### config.mk
export PLATFORM = sky130hd
export DESIGN_NAME = ace_access_arbiter
export DESIGN_NICKNAME = d
export VERILOG_FILES = /design/src/rtl/ace_access_arbiter.sv
export SDC_FILE = /design/constraint.sdc
export NUM_CORES = 1
export LEC_CHECK = 0
export ABC_AREA = 1
export BUFFER_PORTS_ARGS = -buffer_cell sky130_fd_sc_hd__buf_2
export CORE_ASPECT_RATIO = 1.25
export CORE_MARGIN = 2
export CORE_UTILIZATION = 25
export CTS_CLUSTER_SIZE = 24
export DETAILED_ROUTE_END_ITERATION = 12
export PLACE_DENSITY_LB_ADDON = 0.25
export REMOVE_ABC_BUFFERS = 1
export SYNTH_ARGS = -nofsm -noshare
export SYNTH_HDL_FRONTEND = slang
export SYNTH_SLANG_ARGS = --single-unit
### constraint.sdc
create_clock -name clk -period 4.13 [get_ports clk]
set_input_delay 0.2065 -clock clk [delete_from_list [all_inputs] [get_ports clk]]
set_output_delay 0.2065 -clock clk [all_outputs]
set_load 0.02 [all_outputs]
### src/rtl/ace_access_arbiter.sv
// Arbitrates one shared line/memory access port among ACE snoop (AC), AXI write (AW) and AXI read (AR).
// Latency: handshake in T -> one-hot grant T+1..T+ACCESS_CYCLES; snoop response earliest T+ACCESS_CYCLES+1.
// Backpressure: a single request is accepted only in IDLE; the CR response is held until crready.
module ace_access_arbiter #(
    parameter int ACCESS_CYCLES = 2,
    parameter int STARVE_LIMIT  = 4
) (
    input  logic clk,
    input  logic rst_n,
    input  logic acvalid,
    input  logic acsnoop,
    output logic acready,
    input  logic awvalid,
    output logic awready,
    input  logic arvalid,
    output logic arready,
    input  logic line_dirty,
    output logic crvalid,
    input  logic crready,
    output logic crresp_dirty,
    output logic gnt_snoop,
    output logic gnt_write,
    output logic gnt_read,
    output logic snoop_type,
    output logic busy
);

    localparam int CW = ($clog2(ACCESS_CYCLES + 1) < 1) ? 1 : $clog2(ACCESS_CYCLES + 1);
    localparam int SW = ($clog2(STARVE_LIMIT + 1) < 1) ? 1 : $clog2(STARVE_LIMIT + 1);

    typedef enum logic [1:0] {
        IDLE       = 2'd0,
        ACCESS     = 2'd1,
        SNOOP_RESP = 2'd2
    } state_t;

    state_t          state;
    state_t          state_nxt;
    logic [CW-1:0]   cnt;
    logic [SW-1:0]   starve_cnt;
    logic            rr_ptr;
    logic            snoop_type_q;
    logic            dirty_q;

    logic            rr_aw;
    logic            rr_ar;
    logic            forced;
    logic            sel_ac;
    logic            sel_aw;
    logic            sel_ar;
    logic            hs_ac;
    logic            hs_aw;
    logic            hs_ar;
    logic            hs_any;

    // Request selection; once snoops have starved AW/AR long enough, AC is ignored for one pick.
    always_comb begin
        rr_aw  = awvalid & (~arvalid | ~rr_ptr);
        rr_ar  = arvalid & ~rr_aw;
        forced = (starve_cnt == SW'(STARVE_LIMIT)) & (awvalid | arvalid);
        sel_ac = acvalid & ~forced;
        sel_aw = ~sel_ac & rr_aw;
        sel_ar = ~sel_ac & rr_ar;
    end

    // Ready is gated by rst_n so it drops the instant reset asserts.
    assign acready = rst_n & (state == IDLE) & sel_ac;
    assign awready = rst_n & (state == IDLE) & sel_aw;
    assign arready = rst_n & (state == IDLE) & sel_ar;

    assign hs_ac  = acvalid & acready;
    assign hs_aw  = awvalid & awready;
    assign hs_ar  = arvalid & arready;
    assign hs_any = hs_ac | hs_aw | hs_ar;

    always_ff @(posedge clk or negedge rst_n) begin
        if (!rst_n) begin
            state <= IDLE;
        end else begin
            state <= state_nxt;
        end
    end

    always_comb begin
        state_nxt = state;
        case (state)
            IDLE: begin
                if (hs_any) begin
                    state_nxt = ACCESS;
                end
            end
            ACCESS: begin
                if (cnt == '0) begin
                    state_nxt = gnt_snoop ? SNOOP_RESP : IDLE;
                end
            end
            SNOOP_RESP: begin
                if (crready) begin
                    state_nxt = IDLE;
                end
            end
            default: state_nxt = IDLE;
        endcase
    end

    always_ff @(posedge clk or negedge rst_n) begin
        if (!rst_n) begin
            gnt_snoop    <= 1'b0;
            gnt_write    <= 1'b0;
            gnt_read     <= 1'b0;
            cnt          <= '0;
            snoop_type_q <= 1'b0;
            dirty_q      <= 1'b0;
        end else begin
            case (state)
                IDLE: begin
                    if (hs_any) begin
                        gnt_snoop <= hs_ac;
                        gnt_write <= hs_aw;
                        gnt_read  <= hs_ar;
                        cnt       <= CW'(ACCESS_CYCLES - 1);
                    end
                    if (hs_ac) begin
                        snoop_type_q <= acsnoop;
                        dirty_q      <= line_dirty;
                    end
                end
                ACCESS: begin
                    if (cnt == '0) begin
                        gnt_snoop <= 1'b0;
                        gnt_write <= 1'b0;
                        gnt_read  <= 1'b0;
                    end else begin
                        cnt <= cnt - CW'(1);
                    end
                end
                SNOOP_RESP: begin
                    if (crready) begin
                        dirty_q <= 1'b0;
                    end
                end
                default: begin
                    gnt_snoop <= 1'b0;
                    gnt_write <= 1'b0;
                    gnt_read  <= 1'b0;
                end
            endcase
        end
    end

    // Fairness state: round-robin pointer between AW/AR and snoop starvation counter.
    always_ff @(posedge clk or negedge rst_n) begin
        if (!rst_n) begin
            rr_ptr     <= 1'b0;
            starve_cnt <= '0;
        end else begin
            if (hs_aw) begin
                rr_ptr <= 1'b1;
            end else if (hs_ar) begin
                rr_ptr <= 1'b0;
            end

            if (hs_aw | hs_ar) begin
                starve_cnt <= '0;
            end else if (hs_ac & (awvalid | arvalid) & (starve_cnt != SW'(STARVE_LIMIT))) begin
                starve_cnt <= starve_cnt + SW'(1);
            end
        end
    end

    assign crvalid      = (state == SNOOP_RESP);
    assign crresp_dirty = crvalid & dirty_q;
    assign snoop_type   = gnt_snoop & snoop_type_q;
    assign busy         = (state != IDLE);

endmodule

==> impl_metrics.toml <==
[outcome]
status = "finished, final reports clean"

[synthesis]
yosysSeqAreaShare = 0.399
ys_ff_latch = 13
netlist_instances = 102
synth_area_um2 = 816
synth_cell_type_count = 22
ys.warnings.count = 0
syn_avg_cell_area_um2 = 8.00

[pwr]
total_power_w = 0.000680
power_density_nw_per_um2 = 678
vdd_drop_max_mv = 0.213
p_leak_nw = 0.603

[routing]
drt-pass1-iter-count = 3
routed_wl_mm = 1.60
antenna_left = 0
drt_iter0_markers = 16
drc = 0
vias = 682
viasPerCell = 4.24
wire_per_inst_um = 9.93

[sta]
max_freq_mhz = 529
whs_ns = 0.162
timing.slew.headroom = 0.772
hold_violations = 0
tightest_slew_ns = 0.342
setup_violations = 0
fin_skew_ns = 0.000509
fin_crit_ns = 1.89
setup_tns_ns = 0
period_share = 0.458
slew_viol_final = 0
rsz0062_at_grt = "false"

[worst_setup_path]
crit_path_start_kind = "input port"
critical_path_class = "in -> out"
timing.rr.end = "gnt_read$_DFFE_PN0P_"
rr_worst_depth = 11
cp.required_ns = 3.92
rrSetupSlack_ns = 2.69
cp-end-kind = "output port"
crit_fanout = 14
cp_data_arrival_time_ns = 1.68
reg2reg_from = "starve_cnt[0]$_DFFE_PN0P_"

[place]
portBuffers = 17
place_hpwl_mm = 1.30
place.gp.congestion = 0.740

[floorplan]
num_rows = 23
core_area_um2 = 3170
die_y_um = 67.9
start_util = 0.258
die-area_um2 = 3740
ios = 18
die_w_um = 55.1

[grt]
grt_pass1_vias = 696
overflow = 0
grt_max_degree = 15
grt_first_pass_wirelength_mm = 2.85
grtUsageTotal = 0.108
antenna_found_initial = 0

[worst_hold_path]
min_path_type = "in -> reg"
hold_start = "acsnoop"
whs_endpoint = "snoop_type_q$_DFFE_PN0P_"
hold_depth = 3

[cts]
post_cts_resized = 0
cts.sinks = 13
cts_root_buf = "clkbuf_8"
cts_tree = "yes"
cts_buffer_depth = 2
worstSkewPairLatency_ns = 0.24
cts_buffers = 3
clk_pin_slew_ns = 0.06
h-tree-depth = 1

[cells_and_area]
syn_to_final_growth_pct = 22.9
final_cell_mix = "nand2_1 (27), buf_2 (17), inv_1 (14)"
final_common_cell = "nand2_1"
drive_gt1_frac = 0.355
num-fill-cells = 361
layout.nets = 136
antenna_cells = 0

[job]
cap_violations = 0
-- how the worst max path moves through the flow --
stage,start,end,cells past startpoint
6_report,rst_n,arready,7
4_1_cts,rst_n,arready,7
3_3_place_gp,starve_cnt[0]$_DFFE_PN0P_,arready,9
2_1_floorplan,starve_cnt[0]$_DFFE_PN0P_,cnt[0]$_DFFE_PN0P_,12
5_1_grt,rst_n,arready,7
3_5_place_dp,starve_cnt[0]$_DFFE_PN0P_,gnt_read$_DFFE_PN0P_,11
-- kinds of logic after synthesis --
logic type	Yosys count	synth area share
AND/OR/NAND/NOR	56	0.387
buffers and inverters	21	0.0997
flip-flops	13	0.399
AO/OA/AOI/OAI	8	0.0583
adder cells (fa/ha/maj)	3	0.0460
XOR/XNOR	1	0.0107
-- repair_timing --
action,4_1_cts,5_1_grt
hold buffers,1,0
hold endpoints to repair,13,0
setup buffers,0,0
-- through the flow --
stage	setup slack [ns]	std cells	utilization	cell area, um2
after CTS	2.19	161	0.317	1000
after global routing	2.12	161	0.317	1000
final	2.24	161	0.317	1000
after global placement	2.70	156	0.299	947
after detailed placement	2.68	156	0.299	947
after floorplan	2.79	102	-	816
-- layout make-up --
cell class | instances | area (um2) | share of cell area
clock buffers | 4 | 45.0 | 0.0449
inverters | 21 | 81.3 | 0.0811
multi-input cells | 68 | 409 | 0.408
flip-flops and latches | 13 | 325 | 0.325
well taps | 37 | 46.3 | 0.0462
repair buffers | 18 | 95.1 | 0.0949
-- state kept, by name, summed over array words and instances, names as in the netlist --
name	cells
gnt_write	1
dirty_q	1
gnt_snoop	1
state	2
rr_ptr	1
gnt_read	1
snoop_type_q	1
starve_cnt	3
cnt	2
-- power by group --
part | switching (W) | internal [W] | total [W] | leakage (nW)
Sequential | 0.0000444 | 0.000185 | 0.000230 | 0.167
Clock | 0.0000469 | 0.0000682 | 0.000115 | 0.0228
Combinational | 0.000216 | 0.000118 | 0.000335 | 0.414
Total | 0.000308 | 0.000372 | 0.000680 | 0.603
-- synth_stat cells, drive strengths merged --
cell / n / area [um2]
inv: 21 / 81.3
nor2: 7 / 60.1
nor3: 1 / 5.00
o211ai: 1 / 12.5
and3: 1 / 6.26
nand3: 8 / 52.6
o21ai: 3 / 15.0
xor2: 1 / 8.76
a21oi: 4 / 20.0
dfrtp: 13 / 325
ha: 3 / 37.5
or2: 1 / 6.26
nand2: 38 / 185
-- metal layers --
layer	up-vias	share of wire	GRT usage
met5	-	0	0
met4	0	0.025	0.0732
met3	4	0.045	0.0284
met2	15	0.49	0.182
met1	309	0.44	0.115
li1	354	-	-
-- worst max-delay path, cell delays in order --
cell and delay, ns:
dlygate4sd3_1 0.52, buf_2 0.32, nand2_2 0.13, inv_4 0.09
nand2_2 0.08, nor2_8 0.14, buf_2 0.18
(Power assumes the default switching activity.)
